<file path="config.mk">
export PLATFORM = sky130hd
export DESIGN_NAME = sram_port_arbiter_flat
export DESIGN_NICKNAME = d
export VERILOG_FILES = /design/src/rtl/sram_arb_pkg.sv /design/src/rtl/sram_port_arbiter_if.sv /design/src/rtl/sram_arb_pick.sv /design/src/rtl/sram_port_arbiter.sv /design/src/flat_wrapper.sv
export SDC_FILE = /design/constraint.sdc
export NUM_CORES = 1
export LEC_CHECK = 0
export ABC_AREA = 1
export BUFFER_PORTS_ARGS = -buffer_cell sky130_fd_sc_hd__buf_2
export CAP_MARGIN = 25
export CORE_AREA = 5 5 138 140
export DETAILED_ROUTE_END_ITERATION = 10
export DIE_AREA = 0 0 143 145
export HOLD_SLACK_MARGIN = 0.08
export PLACE_DENSITY = 0.57
export SETUP_SLACK_MARGIN = 0.15
export SYNTH_ARGS = -nofsm -noshare
export SYNTH_HDL_FRONTEND = slang
export SYNTH_SLANG_ARGS = --single-unit
</file>
<file path="constraint.sdc">
create_clock -name clk -period 6.4 [get_ports clk]
set_input_delay 1.28 -clock clk [delete_from_list [all_inputs] [get_ports clk]]
set_output_delay 1.28 -clock clk [all_outputs]
set_load 0.05 [all_outputs]
</file>
<file path="src/rtl/sram_arb_pkg.sv">
// Shared types and constants for the SRAM port arbiter: FSM states, owner codes
// and the downstream operation encoding.
package sram_arb_pkg;

    typedef enum logic [1:0] {
        IDLE  = 2'b00,
        OWN_D = 2'b01,
        OWN_I = 2'b10
    } arb_state_t;

    localparam logic [1:0] OWNER_NONE = 2'b00;
    localparam logic [1:0] OWNER_D    = 2'b01;
    localparam logic [1:0] OWNER_I    = 2'b10;

    localparam logic OP_READ  = 1'b0;
    localparam logic OP_WRITE = 1'b1;

    // A data-side write enable always takes precedence over a read enable.
    function automatic logic d_op(input logic w_en);
        return w_en ? OP_WRITE : OP_READ;
    endfunction

endpackage

</file>
<file path="src/rtl/sram_port_arbiter_if.sv">
// Bundle of requester-side, SRAM-side and status signals around the arbiter.
// The slave modport is the arbiter's view; master is the surrounding environment.
interface sram_port_arbiter_if #(
    parameter int ADDR_W = 32,
    parameter int DATA_W = 32,
    parameter int LINE_W = 64
);
    logic              d_r_en;
    logic              d_w_en;
    logic [ADDR_W-1:0] d_addr;
    logic [DATA_W-1:0] d_w_data;
    logic              d_ready;
    logic [LINE_W-1:0] d_r_data;

    logic              i_r_en;
    logic [ADDR_W-1:0] i_addr;
    logic              i_ready;
    logic [LINE_W-1:0] i_r_data;

    logic              s_r_en;
    logic              s_w_en;
    logic [ADDR_W-1:0] s_addr;
    logic [DATA_W-1:0] s_w_data;
    logic [LINE_W-1:0] s_r_data;
    logic              s_ready;

    logic [1:0]        owner;
    logic              proto_err;

    modport slave (
        input  d_r_en, d_w_en, d_addr, d_w_data, i_r_en, i_addr, s_r_data, s_ready,
        output d_ready, d_r_data, i_ready, i_r_data, s_r_en, s_w_en, s_addr, s_w_data,
               owner, proto_err
    );

    modport master (
        output d_r_en, d_w_en, d_addr, d_w_data, i_r_en, i_addr, s_r_data, s_ready,
        input  d_ready, d_r_data, i_ready, i_r_data, s_r_en, s_w_en, s_addr, s_w_data,
               owner, proto_err
    );
endinterface

</file>
<file path="src/rtl/sram_arb_pick.sv">
// Winner selection between data and instruction requesters, with a saturating
// counter that forces an instruction grant after too many back-to-back data wins.
module sram_arb_pick
    import sram_arb_pkg::*;
#(
    parameter int STARVE_LIMIT = 4
) (
    input  logic clk,
    input  logic rst,
    input  logic arb_en,
    input  logic d_r_en,
    input  logic d_w_en,
    input  logic i_r_en,
    output logic grant_d,
    output logic grant_i,
    output logic is_write,
    output logic err
);
    localparam int CNT_W = $clog2(STARVE_LIMIT + 1);
    localparam logic [CNT_W-1:0] LIMIT = CNT_W'(STARVE_LIMIT);

    logic [CNT_W-1:0] starve_cnt;
    logic             d_req;
    logic             force_i;

    always_comb begin
        d_req    = d_r_en | d_w_en;
        force_i  = i_r_en && (starve_cnt == LIMIT);
        grant_d  = arb_en && d_req && !force_i;
        grant_i  = arb_en && i_r_en && (!d_req || force_i);
        is_write = d_op(d_w_en);
        err      = arb_en && d_r_en && d_w_en;
    end

    // Counts data grants taken while the instruction side was waiting.
    always_ff @(posedge clk or posedge rst) begin
        if (rst) begin
            starve_cnt <= '0;
        end else if (grant_i) begin
            starve_cnt <= '0;
        end else if (grant_d && i_r_en && (starve_cnt != LIMIT)) begin
            starve_cnt <= starve_cnt + 1'b1;
        end
    end

endmodule

</file>
<file path="src/rtl/sram_port_arbiter.sv">
// Shares one SRAM controller port between the MEM-stage data side and the IF-stage
// fetch path: grants one owner, latches its request and steers the ready pulse back.
module sram_port_arbiter
    import sram_arb_pkg::*;
#(
    parameter int ADDR_W       = 32,
    parameter int DATA_W       = 32,
    parameter int LINE_W       = 64,
    parameter int STARVE_LIMIT = 4
) (
    input  logic                 clk,
    input  logic                 rst,
    sram_port_arbiter_if.slave   bus
);
    arb_state_t        state, state_next;
    logic              s_r_en_q, s_r_en_next;
    logic              s_w_en_q, s_w_en_next;
    logic [ADDR_W-1:0] s_addr_q, s_addr_next;
    logic [DATA_W-1:0] s_w_data_q, s_w_data_next;
    logic [1:0]        owner_q, owner_next;
    logic              proto_err_q, proto_err_next;

    logic arb_en;
    logic grant_d;
    logic grant_i;
    logic is_write;
    logic pick_err;

    assign arb_en = (state == IDLE);

    sram_arb_pick #(
        .STARVE_LIMIT (STARVE_LIMIT)
    ) u_pick (
        .clk      (clk),
        .rst      (rst),
        .arb_en   (arb_en),
        .d_r_en   (bus.d_r_en),
        .d_w_en   (bus.d_w_en),
        .i_r_en   (bus.i_r_en),
        .grant_d  (grant_d),
        .grant_i  (grant_i),
        .is_write (is_write),
        .err      (pick_err)
    );

    // Request inputs only reach the s_* registers through this block, never the outputs directly.
    always_comb begin
        state_next     = state;
        s_r_en_next    = s_r_en_q;
        s_w_en_next    = s_w_en_q;
        s_addr_next    = s_addr_q;
        s_w_data_next  = s_w_data_q;
        owner_next     = owner_q;
        proto_err_next = proto_err_q | pick_err;

        unique case (state)
            IDLE: begin
                if (grant_d) begin
                    state_next    = OWN_D;
                    owner_next    = OWNER_D;
                    s_addr_next   = bus.d_addr;
                    s_w_data_next = bus.d_w_data;
                    s_w_en_next   = (is_write == OP_WRITE);
                    s_r_en_next   = (is_write == OP_READ);
                end else if (grant_i) begin
                    state_next  = OWN_I;
                    owner_next  = OWNER_I;
                    s_addr_next = bus.i_addr;
                    s_w_en_next = 1'b0;
                    s_r_en_next = 1'b1;
                end
            end
            OWN_D, OWN_I: begin
                if (bus.s_ready) begin
                    state_next  = IDLE;
                    owner_next  = OWNER_NONE;
                    s_r_en_next = 1'b0;
                    s_w_en_next = 1'b0;
                end
            end
            default: begin
                state_next  = IDLE;
                owner_next  = OWNER_NONE;
                s_r_en_next = 1'b0;
                s_w_en_next = 1'b0;
            end
        endcase
    end

    always_ff @(posedge clk or posedge rst) begin
        if (rst) begin
            state       <= IDLE;
            s_r_en_q    <= 1'b0;
            s_w_en_q    <= 1'b0;
            s_addr_q    <= '0;
            s_w_data_q  <= '0;
            owner_q     <= OWNER_NONE;
            proto_err_q <= 1'b0;
        end else begin
            state       <= state_next;
            s_r_en_q    <= s_r_en_next;
            s_w_en_q    <= s_w_en_next;
            s_addr_q    <= s_addr_next;
            s_w_data_q  <= s_w_data_next;
            owner_q     <= owner_next;
            proto_err_q <= proto_err_next;
        end
    end

    // Completion is forwarded in the same cycle; the non-owner never sees a pulse.
    always_comb begin
        bus.d_ready  = (state == OWN_D) && bus.s_ready;
        bus.i_ready  = (state == OWN_I) && bus.s_ready;
        bus.d_r_data = bus.d_ready ? bus.s_r_data : '0;
        bus.i_r_data = bus.i_ready ? bus.s_r_data : '0;
    end

    assign bus.s_r_en    = s_r_en_q;
    assign bus.s_w_en    = s_w_en_q;
    assign bus.s_addr    = s_addr_q;
    assign bus.s_w_data  = s_w_data_q;
    assign bus.owner     = owner_q;
    assign bus.proto_err = proto_err_q;

endmodule

</file>
<file path="src/flat_wrapper.sv">
// flat-port wrapper written by rule: the top's interface ports become plain ports
module sram_port_arbiter_flat import sram_arb_pkg::*;
#(
    parameter int ADDR_W       = 32,
    parameter int DATA_W       = 32,
    parameter int LINE_W       = 64,
    parameter int STARVE_LIMIT = 4
)
  (clk, rst, bus_d_r_en, bus_d_w_en, bus_d_addr, bus_d_w_data, bus_i_r_en, bus_i_addr, bus_s_r_data, bus_s_ready, bus_d_ready, bus_d_r_data, bus_i_ready, bus_i_r_data, bus_s_r_en, bus_s_w_en, bus_s_addr, bus_s_w_data, bus_owner, bus_proto_err);
  sram_port_arbiter_if #(.ADDR_W(ADDR_W), .DATA_W(DATA_W), .LINE_W(LINE_W)) bus_i ();
  input  logic clk;
  input  logic rst;
  input wire logic [$bits(bus_i.d_r_en)-1:0] bus_d_r_en;
  input wire logic [$bits(bus_i.d_w_en)-1:0] bus_d_w_en;
  input wire logic [$bits(bus_i.d_addr)-1:0] bus_d_addr;
  input wire logic [$bits(bus_i.d_w_data)-1:0] bus_d_w_data;
  input wire logic [$bits(bus_i.i_r_en)-1:0] bus_i_r_en;
  input wire logic [$bits(bus_i.i_addr)-1:0] bus_i_addr;
  input wire logic [$bits(bus_i.s_r_data)-1:0] bus_s_r_data;
  input wire logic [$bits(bus_i.s_ready)-1:0] bus_s_ready;
  output wire logic [$bits(bus_i.d_ready)-1:0] bus_d_ready;
  output wire logic [$bits(bus_i.d_r_data)-1:0] bus_d_r_data;
  output wire logic [$bits(bus_i.i_ready)-1:0] bus_i_ready;
  output wire logic [$bits(bus_i.i_r_data)-1:0] bus_i_r_data;
  output wire logic [$bits(bus_i.s_r_en)-1:0] bus_s_r_en;
  output wire logic [$bits(bus_i.s_w_en)-1:0] bus_s_w_en;
  output wire logic [$bits(bus_i.s_addr)-1:0] bus_s_addr;
  output wire logic [$bits(bus_i.s_w_data)-1:0] bus_s_w_data;
  output wire logic [$bits(bus_i.owner)-1:0] bus_owner;
  output wire logic [$bits(bus_i.proto_err)-1:0] bus_proto_err;
  assign bus_i.d_r_en = bus_d_r_en;
  assign bus_i.d_w_en = bus_d_w_en;
  assign bus_i.d_addr = bus_d_addr;
  assign bus_i.d_w_data = bus_d_w_data;
  assign bus_i.i_r_en = bus_i_r_en;
  assign bus_i.i_addr = bus_i_addr;
  assign bus_i.s_r_data = bus_s_r_data;
  assign bus_i.s_ready = bus_s_ready;
  assign bus_d_ready = bus_i.d_ready;
  assign bus_d_r_data = bus_i.d_r_data;
  assign bus_i_ready = bus_i.i_ready;
  assign bus_i_r_data = bus_i.i_r_data;
  assign bus_s_r_en = bus_i.s_r_en;
  assign bus_s_w_en = bus_i.s_w_en;
  assign bus_s_addr = bus_i.s_addr;
  assign bus_s_w_data = bus_i.s_w_data;
  assign bus_owner = bus_i.owner;
  assign bus_proto_err = bus_i.proto_err;
  sram_port_arbiter #(.ADDR_W(ADDR_W), .DATA_W(DATA_W), .LINE_W(LINE_W), .STARVE_LIMIT(STARVE_LIMIT)) u_core (.clk(clk), .rst(rst), .bus(bus_i));
endmodule
</file>
# Word-level counts from Yosys, hierarchy flattened

Cells that the tools add are included.

Register bits after elaboration: 72
Bits of input ports: 166
Output and inout port bits: 199
Logic and storage cells: 56

$add $sub $neg: 1
Equal/unequal tests: 6
Mux-type cells: 18
Bitwise operators: 3
Reductions and logical operators: 21

Operators with widths:

| cell                                                | number |
|---|---|
| two-way mux 64 bit                                  | 2 |
| two-way mux 32 bit                                  | 2 |
| logical AND 1 bit                                   | 11 |
| two-way mux 1 bit                                   | 6 |
| two-way mux 2 bit                                   | 3 |
| two-way mux 3 bit                                   | 2 |
| AND reduction 2 bit                                 | 3 |
| case mux 1 bit (2 select lines)                     | 2 |
| case mux 2 bit (2 select lines)                     | 1 |
| nonzero test 2 bit                                  | 2 |
| adder 3 x 1 -> 3 bit, second input constant         | 1 |
| equality test 3 bit, second input constant          | 1 |
| != test 3 x 1 -> 1 bit, second input constant       | 1 |
| != test 3 bit, second input constant                | 1 |
| equality test 2 x 1 -> 1 bit, second input constant | 1 |
| equality test 2 bit, second input constant          | 1 |
| logical NOT 1 bit                                   | 2 |
| logical NOT 2 bit                                   | 1 |
| != test 2 bit, second input constant                | 1 |
| OR 1 bit                                            | 2 |
| OR reduction 2 bit                                  | 1 |
| logical OR 1 bit                                    | 1 |
| NOT 1 bit                                           | 1 |

# Longest topological paths before layout

Word-level depth: 8
Gate-level depth with buffers: 10
Mapped depth without buffers: 8

# Hierarchy

Synthesis repeated with hierarchy kept, for this count alone.

Cells, all modules: 656
Area total of the unflattened synthesis: 4135.2 µm²

By module, submodules not included:

| module            | times used | cells an instance | area an instance (µm²) | seq. area each (µm²) |
|---|---|---|---|---|
| sram_port_arbiter | 1          | 621               | 3897.5                 | 1726.7 |
| sram_arb_pick     | 1          | 35                | 237.7                  | 75.1 |

# Worst setup path before layout

No wires, ideal clock.

Path type: input-to-output
Start point: input port bus_s_ready
End point: output port bus_d_r_data[40]
Arrival time: 2.335 ns
Data required time: 5.120 ns
Path slack: 2.785 ns
Cell stages on the path: 4
Path buffers: 2
Cells stage by stage: nand2_1 > buf_2 > buf_1 > nor2_1

Cells in the longest elaborated chain, start to end: 2

RTL lines:

| item               | RTL line                 | text |
|---|---|---|
| start, declared    | flat_wrapper.sv:20       | `input wire logic [$bits(bus_i.s_ready)-1:0] bus_s_ready;` |
| logical AND 1 bit  | sram_port_arbiter.sv:112 | `bus.d_ready = (state == OWN_D) && bus.s_ready;` |
| two-way mux 64 bit | sram_port_arbiter.sv:114 | `bus.d_r_data = bus.d_ready ? bus.s_r_data : '0;` |
| end, declared      | flat_wrapper.sv:22       | `output wire logic [$bits(bus_i.d_r_data)-1:0] bus_d_r_data;` |

No other way between the ends.

# Final worst setup path

Start point: input port bus_s_ready
End point: output port bus_i_r_data[21]

Cells in the longest elaborated chain, start to end: 2

RTL lines:

| item               | RTL line                 | text |
|---|---|---|
| logical AND 1 bit  | sram_port_arbiter.sv:113 | `bus.i_ready = (state == OWN_I) && bus.s_ready;` |
| two-way mux 64 bit | sram_port_arbiter.sv:115 | `bus.i_r_data = bus.i_ready ? bus.s_r_data : '0;` |
| end, declared      | flat_wrapper.sv:24       | `output wire logic [$bits(bus_i.i_r_data)-1:0] bus_i_r_data;` |

No other way between the ends.

==> run summary <==
The tools report the global-route usage over all layers as 0.168. Port buffering added 364 buffers. Walking the worst path, the cells encountered are buf_2 -> nand2_2 -> buf_12 -> nor2_1 -> buf_2. Cell type with the highest occurrence count on the critical path: sky130_fd_sc_hd__buf_2. Synthesis inferred 72 register bits.

Summed over all instances, the cell type with the most area after synthesis is sky130_fd_sc_hd__dfrtp_1. The count of buffer and inverter cells on the critical path came out at 3. At the later pin of the worst-skew pair, clock insertion delay measures 0.33 ns. In this run the worst path has a maximum fanout of 56. In the routed design, unresolved DRC markers number 0. The actual transition at the worst max-transition pin was 1.01 ns; the required time of the worst setup path was 5.12 ns. The fraction of the core area covered by cells at the end of the flow was 0.368; the number of cells upsized or downsized after cts was 0.

The Yosys step of the flow raised 0 warnings. For the relative max-transition margin, the log shows 0.330. Along the worst hold path, the cell count comes to 2.

The share of the clock period used by the worst path is 0.568. The tools report the critical hold path startpoint as u_core.bus.s_w_data[19]. TritonCTS built the clock tree.

The buffer levels on the longest clock path was 2; the floorplan die width was 143 um. The clock buffer count from CTS was 9; the violation count after the first detailed-routing iteration was 144. Entering global routing, the biggest net connects 98 pins.

The initialized floorplan defines 49 standard-cell rows. After technology mapping, the gate count stands at 649. Counting every net in the synthesized netlist gives 820. The tools report the register-to-register path setup slack as 3.88 ns. Number of hold violations in the final report: 0. Critical path capture point type: an output port. Relative to the synthesized area, the layout overhead comes to 52.5%.

For the number of setup violations in the final report, the log shows 0. The number of iterations in the first detailed-routing pass came out at 4. Largest stage delay on the critical path: 0.32 ns. Across the VDD grid, the largest voltage drop is 0.309 mV.

For the routability congestion estimate from global placement, the log shows 0.911. Setup repair after global routing left no endpoint under its margin. The run gives 0.241 as the effective utilization at floorplan.

The worst register-to-register path has a depth of 9. After detailed routing, the average wire length per cell comes to 15.2 um. In the post-synthesis netlist, the biggest area contributors are sky130_fd_sc_hd__dfrtp_1 42%, sky130_fd_sc_hd__nand2_1 18%, sky130_fd_sc_hd__nor2_1 12%, sky130_fd_sc_hd__nand3_1 11%, sky130_fd_sc_hd__inv_1 6.7%.

The run gives 7 as the number of antenna violations at the first check in global routing. The clock transition at the register clock pins on the worst setup and hold paths after CTS was 0.05 ns. In the final layout, the multi-input gates occupy 1930 um2. The path with the worst hold slack has its endpoint at u_core.bus.s_w_data[19]. The logs give 365 for the top-level port count and 0.421 for the share of synthesized area occupied by flip-flops and latches. For this design the ratio of total power to cell area is 536 nW/um2. The leakage power figure is 4.36 nW. The ratio of routed vias to standard cells is 4.28.

The share of post-route cells with drive strength above 1 came out at 0.399. Clock root buffer master: sky130_fd_sc_hd__clkbuf_16. The wire-length estimate of the detail-placed layout is 14500 um. In the final timing run, aggregate negative setup slack is 0 ns. The run gives 19 as the count of unique library cells instantiated by Yosys. After clock tree synthesis, the setup repair step added 0 buffers. The data arrival at the endpoint of the critical path is 2.35 ns. The post-synthesis average cell area is 6.59 um2. For the count of nets after finishing, the log shows 1159. The tools report the worst-case clock skew as 0.00602 ns.

Path type of the worst min-delay path: reg2reg. The netlist area before placement is 4280 um2. The startpoint identified for the worst register-to-register timing path is u_core.bus.owner[0]. The logs give 72 for the clock sink total and 18600 um for the total length of routed wires. The floorplan step defined a die boundary enclosing 20700 um2. Summed over all layers, the global routing overflow is 0. Core area: 17700 um2. The type of origin of the critical path was an input pin. The final route contains 5243 vias. Max-cap violations in this run came to 0. Grouping stages by cell kind, the critical path spends the most delay in buffers and inverters. The critical path is of the in2out type. The run gives 3 as the depth of the CTS H-tree. Max-slew violation count: 0. Among all stages on the critical path, the largest delay is contributed by sky130_fd_sc_hd__buf_2.

The number of global-route vias before repair is 5018, and the worst hold slack is 0.463 ns. The tools report the area taken by flip-flops and latches as 1800 um2. Based on the critical path, the design can be clocked at up to 275 MHz. The number of standard cells in the layout, taps in and fillers out came out at 1225. Global-route wire length before repair: 27600 um.

The endpoint identified for the worst register-to-register timing path is u_core.bus.s_addr[1]. The placed instance count was 1205; the vertical die dimension was 145 um. For the remaining antenna violation count after routing, the log shows 0.

Area share of the leading cell type in the synthesized netlist: 0.421. The flow ran to the end, and the final reports show no timing, DRC or antenna violations. Number of hold-repair buffers added at the cts stage: 0.

The clock period could shrink to 3.63 ns. The tools report the fill cell total of the finished layout as 1945.
==> worst max-delay path by stage <==
stage / startpoint / to / slack, ns / cells after the start
final: bus_s_ready / bus_i_r_data[21] / 2.77 / 5
after global routing: bus_s_ready / bus_d_r_data[8] / 2.68 / 5
after CTS: bus_s_ready / bus_d_r_data[63] / 2.76 / 5
after detailed placement: bus_s_ready / bus_d_r_data[63] / 2.77 / 5
after global placement: bus_s_ready / bus_i_r_data[21] / 2.31 / 4
after floorplan: bus_s_ready / bus_d_r_data[40] / 2.79 / 4
==> where the power goes <==
| part | total [mW] | internal (mW) | switching [mW] |
|---|---|---|---|
| registers | 0.790 | 0.677 | 0.113 |
| logic | 2.24 | 0.477 | 1.77 |
| clock network | 0.462 | 0.280 | 0.182 |
| total | 3.50 | 1.43 | 2.06 |
==> cell usage after synthesis <==
cell                       count
sky130_fd_sc_hd__nand3_1      98
sky130_fd_sc_hd__nand4_1       1
sky130_fd_sc_hd__buf_1         6
sky130_fd_sc_hd__inv_2         2
sky130_fd_sc_hd__a21oi_1       1
sky130_fd_sc_hd__buf_2        21
sky130_fd_sc_hd__nand2_1     208
sky130_fd_sc_hd__o21ai_0       4
sky130_fd_sc_hd__nor2_1      132
sky130_fd_sc_hd__ha_1          5
sky130_fd_sc_hd__inv_1        76
sky130_fd_sc_hd__buf_6        10
sky130_fd_sc_hd__clkbuf_1      7
sky130_fd_sc_hd__xor2_1        1
sky130_fd_sc_hd__nand3_2       2
sky130_fd_sc_hd__nor2_4        1
sky130_fd_sc_hd__a31o_2        1
sky130_fd_sc_hd__nand2_2       1
sky130_fd_sc_hd__dfrtp_1      72
==> registers in the layout, indices dropped and copies added, names as in the netlist <==
register / cells
u_core.bus.s_w_data: 32
u_core.bus.owner: 2
u_core.bus.s_r_en: 1
u_core.bus.s_w_en: 1
u_core.bus.s_addr: 32
u_core.bus.proto_err: 1
u_core.u_pick.starve_cnt: 3
==> per-layer routing <==
layer	global-route usage	wire length (um)
met1	0.184	6910
met2	0.307	9640
met3	0.0382	1570
met4	0.0670	444
met5	0	13
==> final cells by class <==
cell class	instances	area share
multi-input cells	455	0.296
flip-flops and latches	72	0.276
diodes	4	0.00154
inverters	78	0.0449
well taps	229	0.0439
clock buffers	12	0.0393
repair buffers	372	0.296
clock inverters	3	0.00269
==> metrics by stage <==
step	total power, mW	area [um2]	setup WS (ns)
final	3.50	6520	2.77
after global routing	3.73	6520	2.68
after CTS	3.55	6480	2.76
after detailed placement	3.07	6210	2.77
after global placement	3.05	6170	2.31
after floorplan	2.55	4280	2.79
==> cell families (layout without fill, tap and decap cells) <==
| logic type | Yosys count | count (layout) | synth area share |
|---|---|---|---|
| AO/OA/AOI/OAI | 6 | 6 | 0.00790 |
| XOR/XNOR | 1 | 1 | 0.00205 |
| other | 0 | 4 | 0 |
| buffers and inverters | 122 | 465 | 0.131 |
| AND/OR/NAND/NOR | 443 | 443 | 0.423 |
| adder cells (fa/ha/maj) | 5 | 5 | 0.0146 |
| flip-flops | 72 | 72 | 0.421 |
==> worst reg2reg max path, stage by stage, from the launching register on <==
cell,delay [ns]
sky130_fd_sc_hd__dfrtp_1,0.41
sky130_fd_sc_hd__inv_1,0.10
sky130_fd_sc_hd__ha_1,0.35
sky130_fd_sc_hd__inv_2,0.08
sky130_fd_sc_hd__nor2_4,0.59
sky130_fd_sc_hd__buf_4,0.48
sky130_fd_sc_hd__nand3_1,0.21
sky130_fd_sc_hd__nand2_1,0.11
sky130_fd_sc_hd__nand2_1,0.05
sky130_fd_sc_hd__nand2_1,0.08
==> cells in the final DEF, fill, tap and decap left out <==
cell type | Yosys | layout
sky130_fd_sc_hd__nor2_1 | 132 | 132
sky130_fd_sc_hd__a31o_2 | 1 | 1
sky130_fd_sc_hd__buf_4 | 0 | 5
sky130_fd_sc_hd__dfrtp_1 | 72 | 72
sky130_fd_sc_hd__clkinv_2 | 0 | 2
sky130_fd_sc_hd__nand3_1 | 98 | 98
sky130_fd_sc_hd__buf_12 | 0 | 2
sky130_fd_sc_hd__buf_2 | 21 | 364
sky130_fd_sc_hd__nand2_1 | 208 | 206
sky130_fd_sc_hd__nand2_2 | 1 | 3
sky130_fd_sc_hd__o21ai_0 | 4 | 4
sky130_fd_sc_hd__clkinvlp_4 | 0 | 1
sky130_fd_sc_hd__nor2_4 | 1 | 1
sky130_fd_sc_hd__clkbuf_16 | 0 | 9
sky130_fd_sc_hd__nand3_2 | 2 | 1
sky130_fd_sc_hd__clkbuf_1 | 7 | 1
sky130_fd_sc_hd__clkbuf_8 | 0 | 2
sky130_fd_sc_hd__xor2_1 | 1 | 1
sky130_fd_sc_hd__nand4_1 | 1 | 1
sky130_fd_sc_hd__buf_16 | 0 | 1
sky130_fd_sc_hd__diode_2 | 0 | 4
sky130_fd_sc_hd__inv_1 | 76 | 75
sky130_fd_sc_hd__nand3_4 | 0 | 1
sky130_fd_sc_hd__a21oi_1 | 1 | 1
sky130_fd_sc_hd__inv_2 | 2 | 3
sky130_fd_sc_hd__ha_1 | 5 | 5
(Power assumes the default switching activity.)
